`src/rtl/seq_alu.sv`:
```
// seq_alu: multi-cycle ALU with valid/ready handshakes on operand and result sides.
//
// Executes single-cycle ops (ADD, SUB, AND, OR, XOR, NOR, SLT, SLTU) in one cycle
// and iterative ops (MUL, DIVU, REMU) in WIDTH iterations, one bit per cycle.
//
// Ports:
//   clk          rising-edge clock
//   rst_n        asynchronous active-low reset
//   in_valid     operands and opcode valid
//   in_ready     block can accept a new op (high only in IDLE)
//   operand_a    first operand
//   operand_b    second operand
//   alu_control  4-bit opcode
//   out_valid    result valid (high in DONE until out_ready)
//   out_ready    consumer accepts result
//   result       registered result
//   zero         registered (result == 0)
//   busy         high while an iterative op is in progress
//   carry        (SEQ_ALU_FLAGS_EN only) ADD carry-out / SUB no-borrow
//   overflow     (SEQ_ALU_FLAGS_EN only) signed overflow of ADD/SUB
//
// Optional feature macro: SEQ_ALU_FLAGS_EN adds the carry/overflow outputs.
module seq_alu #(
    parameter int WIDTH = 32,
    parameter int CNT_W = $clog2(WIDTH) + 1
) (
    input  logic             clk,
    input  logic             rst_n,
    input  logic             in_valid,
    output logic             in_ready,
    input  logic [WIDTH-1:0] operand_a,
    input  logic [WIDTH-1:0] operand_b,
    input  logic [3:0]       alu_control,
    output logic             out_valid,
    input  logic             out_ready,
    output logic [WIDTH-1:0] result,
    output logic             zero,
    output logic             busy
`ifdef SEQ_ALU_FLAGS_EN
    ,
    output logic             carry,
    output logic             overflow
`endif
);
    localparam logic [3:0] OP_ADD  = 4'b0000;
    localparam logic [3:0] OP_SUB  = 4'b0001;
    localparam logic [3:0] OP_MUL  = 4'b1000;
    localparam logic [3:0] OP_DIVU = 4'b1001;
    localparam logic [3:0] OP_REMU = 4'b1010;

    typedef enum logic [1:0] {IDLE, BUSY, DONE} state_t;

    state_t           state_q, state_d;
    logic [WIDTH-1:0] a_q, a_d, b_q, b_d, acc_q, acc_d, result_q, result_d;
    logic [CNT_W-1:0] cnt_q, cnt_d;
    logic [3:0]       op_q, op_d;
    logic             zero_q, zero_d;
    logic             accept, iter_op, last;
    logic [WIDTH-1:0] add_s, sub_s, simple_res, mul_acc, div_rem;
    logic [WIDTH:0]   rem_sh;
    logic             ge;

    assign accept  = in_valid && (state_q == IDLE);
    assign iter_op = alu_control inside {OP_MUL, OP_DIVU, OP_REMU};
    assign last    = cnt_q == CNT_W'(WIDTH - 1);
    assign add_s   = operand_a + operand_b;
    assign sub_s   = operand_a - operand_b;

    // Shift-add step: a_q is the left-shifting multiplicand, b_q the right-shifting multiplier.
    assign mul_acc = acc_q + (b_q[0] ? a_q : '0);

    // Restoring-division step: acc_q is the partial remainder, a_q shifts the dividend
    // out MSB-first while quotient bits shift in at the bottom. The remainder is always
    // below the divisor, so the WIDTH-bit subtraction is exact. With a zero divisor every
    // quotient bit is 1 and the dividend passes through as the remainder.
    assign rem_sh  = {acc_q, a_q[WIDTH-1]};
    assign ge      = rem_sh >= {1'b0, b_q};
    assign div_rem = ge ? rem_sh[WIDTH-1:0] - b_q : rem_sh[WIDTH-1:0];

    always_comb begin
        simple_res = '0;
        case (alu_control)
            4'b0000: simple_res = add_s;
            4'b0001: simple_res = sub_s;
            4'b0010: simple_res = operand_a & operand_b;
            4'b0011: simple_res = operand_a | operand_b;
            4'b0100: simple_res = operand_a ^ operand_b;
            4'b0101: simple_res = ~(operand_a | operand_b);
            4'b0110: simple_res = {{(WIDTH-1){1'b0}}, $signed(operand_a) < $signed(operand_b)};
            4'b0111: simple_res = {{(WIDTH-1){1'b0}}, operand_a < operand_b};
            default: simple_res = '0;
        endcase
    end

    always_comb begin
        state_d  = state_q;
        a_d      = a_q;
        b_d      = b_q;
        acc_d    = acc_q;
        cnt_d    = cnt_q;
        op_d     = op_q;
        result_d = result_q;
        zero_d   = zero_q;
        case (state_q)
            IDLE: begin
                if (accept && iter_op) begin
                    a_d     = operand_a;
                    b_d     = operand_b;
                    acc_d   = '0;
                    cnt_d   = '0;
                    op_d    = alu_control;
                    state_d = BUSY;
                end else if (accept) begin
                    result_d = simple_res;
                    zero_d   = simple_res == '0;
                    state_d  = DONE;
                end
            end
            BUSY: begin
                cnt_d = cnt_q + CNT_W'(1);
                if (op_q == OP_MUL) begin
                    acc_d = mul_acc;
                    a_d   = {a_q[WIDTH-2:0], 1'b0};
                    b_d   = {1'b0, b_q[WIDTH-1:1]};
                end else begin
                    acc_d = div_rem;
                    a_d   = {a_q[WIDTH-2:0], ge};
                end
                if (last) begin
                    result_d = (op_q == OP_MUL) ? mul_acc : (op_q == OP_DIVU) ? a_d : div_rem;
                    zero_d   = result_d == '0;
                    state_d  = DONE;
                end
            end
            DONE:    state_d = out_ready ? IDLE : DONE;
            default: state_d = IDLE;
        endcase
    end

    always_ff @(posedge clk or negedge rst_n) begin
        if (!rst_n) begin
            state_q  <= IDLE;
            a_q      <= '0;
            b_q      <= '0;
            acc_q    <= '0;
            cnt_q    <= '0;
            op_q     <= '0;
            result_q <= '0;
            zero_q   <= 1'b1;
        end else begin
            state_q  <= state_d;
            a_q      <= a_d;
            b_q      <= b_d;
            acc_q    <= acc_d;
            cnt_q    <= cnt_d;
            op_q     <= op_d;
            result_q <= result_d;
            zero_q   <= zero_d;
        end
    end

    assign in_ready  = state_q == IDLE;
    assign out_valid = state_q == DONE;
    assign busy      = state_q == BUSY;
    assign result    = result_q;
    assign zero      = zero_q;

`ifdef SEQ_ALU_FLAGS_EN
    logic carry_q, carry_d, ovf_q, ovf_d;
    logic sa, sb;

    assign sa = operand_a[WIDTH-1];
    assign sb = operand_b[WIDTH-1];

    // Flags are captured on every accept; iterative and logic ops clear them.
    always_comb begin
        carry_d = carry_q;
        ovf_d   = ovf_q;
        if (accept) begin
            carry_d = (alu_control == OP_ADD) ? ((sa & sb) | ((sa | sb) & ~add_s[WIDTH-1])) :
                      (alu_control == OP_SUB) ? (operand_a >= operand_b) : 1'b0;
            ovf_d   = (alu_control == OP_ADD) ? ((sa == sb) && (add_s[WIDTH-1] != sa)) :
                      (alu_control == OP_SUB) ? ((sa != sb) && (sub_s[WIDTH-1] != sa)) : 1'b0;
        end
    end

    always_ff @(posedge clk or negedge rst_n) begin
        if (!rst_n) begin
            carry_q <= 1'b0;
            ovf_q   <= 1'b0;
        end else begin
            carry_q <= carry_d;
            ovf_q   <= ovf_d;
        end
    end

    assign carry    = carry_q;
    assign overflow = ovf_q;
`endif
endmodule

```
`config.mk`:
```
export PLATFORM = sky130hd
export DESIGN_NAME = seq_alu
export DESIGN_NICKNAME = d
export VERILOG_FILES = /design/src/rtl/seq_alu.sv
export SDC_FILE = /design/constraint.sdc
export NUM_CORES = 1
export LEC_CHECK = 0
export ABC_AREA = 0
export CAP_MARGIN = 5
export CORE_AREA = 2 2 181 183
export DETAILED_ROUTE_END_ITERATION = 6
export DIE_AREA = 0 0 183 185
export GPL_TIMING_DRIVEN = 0
export PLACE_DENSITY = 0.74
export SYNTH_ARGS = -nofsm -noshare
export SYNTH_HDL_FRONTEND = slang
export SYNTH_SLANG_ARGS = --single-unit
```
`constraint.sdc`:
```
create_clock -name clk -period 5.3 [get_ports clk]
set_input_delay 1.59 -clock clk [delete_from_list [all_inputs] [get_ports clk]]
set_output_delay 1.59 -clock clk [all_outputs]
set_load 0.05 [all_outputs]
```
==> key figures, run 1 <==
Worst hold path
  – Worst hold endpoint: result[6]
  – Worst Hold Class: flop to flop
  – Hold_sp: result[6]
  – Hold path cells: 2

Timing
  – Highest Clock Rate: 184 MHz
  – Hold Fails Final Rpt: 0
  – Min Tclk post-route: 5420 ps
  – Max-slew violations: 0
  – RSZ-0062 raised after global routing: true
  – Final hold slack: 495 ps
  – Final setup vio count: 1
  – Max-slew headroom: 0.204
  – Clk_skew: 7.12 ps
  – Final period utilization: 1.02
  – Worst Tran Pin Value: 1180 ps
  – Post-route setup slack: -120 ps

Layout
  – Commonest non-fill, non-tap cell in the layout: nand2_1
  – Share of layout cells above drive strength 1: 0.0671
  – Commonest cells after routing, fill and taps aside: nand2_1, nor2_1, a21oi_1
  – Post-route design area: 19800 um^2
  – Antenna cell count: 0
  – Final #Nets: 2761
  – Area growth syn-to-layout: 14.0%
  – Fillers: 2990
  – Final Util: 0.619

Routing
  – Iteration-0 DRC Markers: 2574
  – Routed vias: 20000
  – DR WL/cell: 26.2 um
  – DR vias/cell: 6.85
  – Drt drc: 7
  – Remaining antenna violation count after routing: 0
  – Total wire length: 76700 um
  – First-pass DRT Iterations: 7

Power
  – Pwr/cell area: 568 nW/um^2
  – Max IR drop VDD: 0.248 mV
  – Total power: 11.3 mW
  – Static leakage: 8.79 nW

Critical path
  – Reg2reg setup slack: 220 ps
  – Critical path required time: 5680 ps
  – CP top delay family: simple AND/OR/NAND/NOR gates
  – CP arrival: 5800 ps
  – Slowest CP cell: or4_1
  – CP max stage delay: 600 ps
  – CP Class: primary input to flop
  – R2r worst-path depth: 16
  – Startpoint Class: primary input
  – Crit path capture type: flop
  – Reg-to-reg startpoint: b_q[0]
  – Crit path cell chain: clkdlybuf4s15_1 -> inv_1 -> ha_1 -> buf_2 -> or4_1 -> a2111o_1 -> and3_2 -> mux2i_2 -> mux2i_1 -> or4_1 -> nor4_4 -> nand4_1 -> nor4_2 -> nand4_1 -> nand3_1
  – Worst path bufs/invs: 3
  – CP max FO: 9
  – Worst reg2reg endpoint: zero

Yosys
  – Synthesized area: 17400 um^2
  – Ys Warns: 0
  – Mux share of post-synthesis cell area: 0.0238
  – Fraction of registers with async set/reset: 1.00
  – Post-Synth XOR/XNOR Area: 0.0327
  – Unique masters post-synth: 101
  – Syn nets: 2638
  – Number of synthesized register bits: 141
  – Post-synthesis simple-gate area fraction: 0.229
  – Compound-Gate Fraction of Synth Area: 0.310
  – Sequential share of the synthesized area: 0.203
  – Main combinational cell family by area after synthesis: compound AO/OA/AOI/OAI gates
  – Syn Inst Count: 2384
  – Syn Area/Cell: 7.30 um^2
  – EDFF count, synth: 0
  – Adder-cell share of the synthesized area: 0.133
  – Primary FF master, synth: dfrtp_1

Die
  – Row count: 66
  – Die W: 183 um
  – Top Ports: 108
  – Total die area: 33900 um^2
  – Chip height: 185 um
  – Starting density of the core: 0.543
  – Core area: 32000 um^2

Place
  – Final HPWL DP: 60800 um
  – GP Congestion: 1.04
  – Dpl cell area: 19000 um^2
  – Port bufs: 105

Outcome
  – Failing checks: design-rule violations, negative setup slack
  – Run status: finished with violations

Clocking
  – Reg clk slew, reported paths: 60 ps
  – CTS Buf Count: 17
  – Clk Latency, worst-skew pair: 440 ps
  – Longest Clk Path Bufs: 2
  – TritonCTS clock tree: built
  – CTS Root Cell: clkbuf_16
  – Hold buffer count at CTS: 0
  – CTS Sinks: 141
  – H-tree depth: 4

GRT
  – Pin count of the biggest net entering global routing: 92
  – Gr usage total: 0.442
  – Initial antenna violation count: 0
  – Total gr overflow: 0
  – First-pass GRT wire length: 112000 um
  – Vias in the first global route: 18800

Job
  – Max-Cap Viols: 0
==> metal layers <==
metal | GRT usage | up-vias | wire [um]
met2 | 0.706 | 1400 | 34100
met1 | 0.548 | 9420 | 29000
li1 | - | 8916 | -
met4 | 0.276 | 0 | 5270
met3 | 0.0924 | 303 | 8400
met5 | 0 | - | 0
==> worst register-to-register path: cells and delay by family (launching register included) <==
| kind | cells | cell delay [ps] |
|---|---|---|
| flip-flops | 1 | 540 |
| buffers and inverters | 1 | 290 |
| AO/OA/AOI/OAI | 6 | 1420 |
| adder cells (fa/ha/maj) | 2 | 700 |
| AND/OR/NAND/NOR | 6 | 1820 |
| XOR/XNOR | 1 | 250 |
==> metrics by stage <==
step / setup TNS [ps] / setup slack (ps) / instances
final: -120 / -120 / 2927
after global routing: -137 / -92.7 / 2927
after CTS: 0 / 10.0 / 2928
after detailed placement: -6690 / -1360 / 2899
after global placement: -441660 / -3100 / 2897
after floorplan: 0 / 686 / 2384
==> repair_timing <==
| action | CTS | global route |
|---|---|---|
| pin swaps | 3 | 4 |
| setup endpoints to repair | 8 | 6 |
| buffers inserted | 2 | 2 |
| gates resized for setup | 58 | 30 |
| hold endpoints to repair | 0 | 0 |
==> Yosys cell counts, types with 18 or more instances <==
cell type	instances	area (um^2)
nand4_1	27	169
and2_1	40	250
o211ai_1	38	285
inv_1	149	559
ha_1	178	2230
nand2b_1	19	119
o21ai_0	139	696
dfrtp_1	140	3500
a211oi_1	28	210
a221oi_1	21	184
or3_1	20	125
o22ai_1	24	150
o31ai_1	22	165
nand3_1	65	325
nand2_1	314	1180
o21bai_1	22	165
a21oi_1	184	921
nor2_1	224	841
a21o_1	34	255
xnor2_1	38	333
a31oi_1	67	419
nor3_1	49	245
clkbuf_1	118	443
mux2i_1	29	290
a22oi_1	18	135
o21a_1	22	165
xor2_1	27	236
==> kinds of logic (layout without fill, tap and decap cells) <==
group / count (synthesis) / count (layout)
multiplexers: 40 / 40
AO/OA/AOI/OAI: 795 / 795
buffers and inverters: 305 / 440
adder cells (fa/ha/maj): 182 / 182
XOR/XNOR: 65 / 65
AND/OR/NAND/NOR: 856 / 856
flip-flops: 141 / 141
==> layout make-up <==
class / count / area [um^2] / share of cell area
multi-input cells: 1938 / 12900 / 0.652
repair buffers: 111 / 1100 / 0.0557
clock buffers: 18 / 439 / 0.0221
flip-flops and latches: 141 / 3530 / 0.178
plain buffers: 145 / 597 / 0.0301
well taps: 408 / 510 / 0.0257
inverters: 153 / 574 / 0.0290
clock inverters: 13 / 143 / 0.00719
==> state kept, by name, summed over array words and instances, names as in the netlist <==
name	count
state_q	2
acc_q	32
op_q	4
b_q	32
result	32
cnt_q	6
zero	1
a_q	32
==> worst max path at each step <==
stage | depth (start not counted) | slack, ps | to | start
final | 15 | -120 | zero | operand_b[8]
after global routing | 15 | -90 | zero | operand_b[8]
after CTS | 13 | 10 | zero | alu_control[0]
after detailed placement | 16 | -1360 | zero | operand_a[10]
after global placement | 1 | -3100 | a_q[27] | rst_n
after floorplan | 14 | 690 | zero | operand_a[8]
==> report_power, final <==
| part | total (mW) | leakage (nW) | internal, mW | switching, mW |
|---|---|---|---|---|
| Sequential | 2.09 | 1.68 | 1.52 | 0.568 |
| Clock | 1.22 | 0.282 | 0.704 | 0.513 |
| Combinational | 7.96 | 6.82 | 2.65 | 5.30 |
| Total | 11.3 | 8.79 | 4.88 | 6.39 |
(Power assumes the default switching activity.)
==> run 2, diff against run 1 <==
Settings changed: CAP_MARGIN 5 to unset.
==> results of run 2 <==
No change in the layout: final DEF, timing and power equal those of run 1.
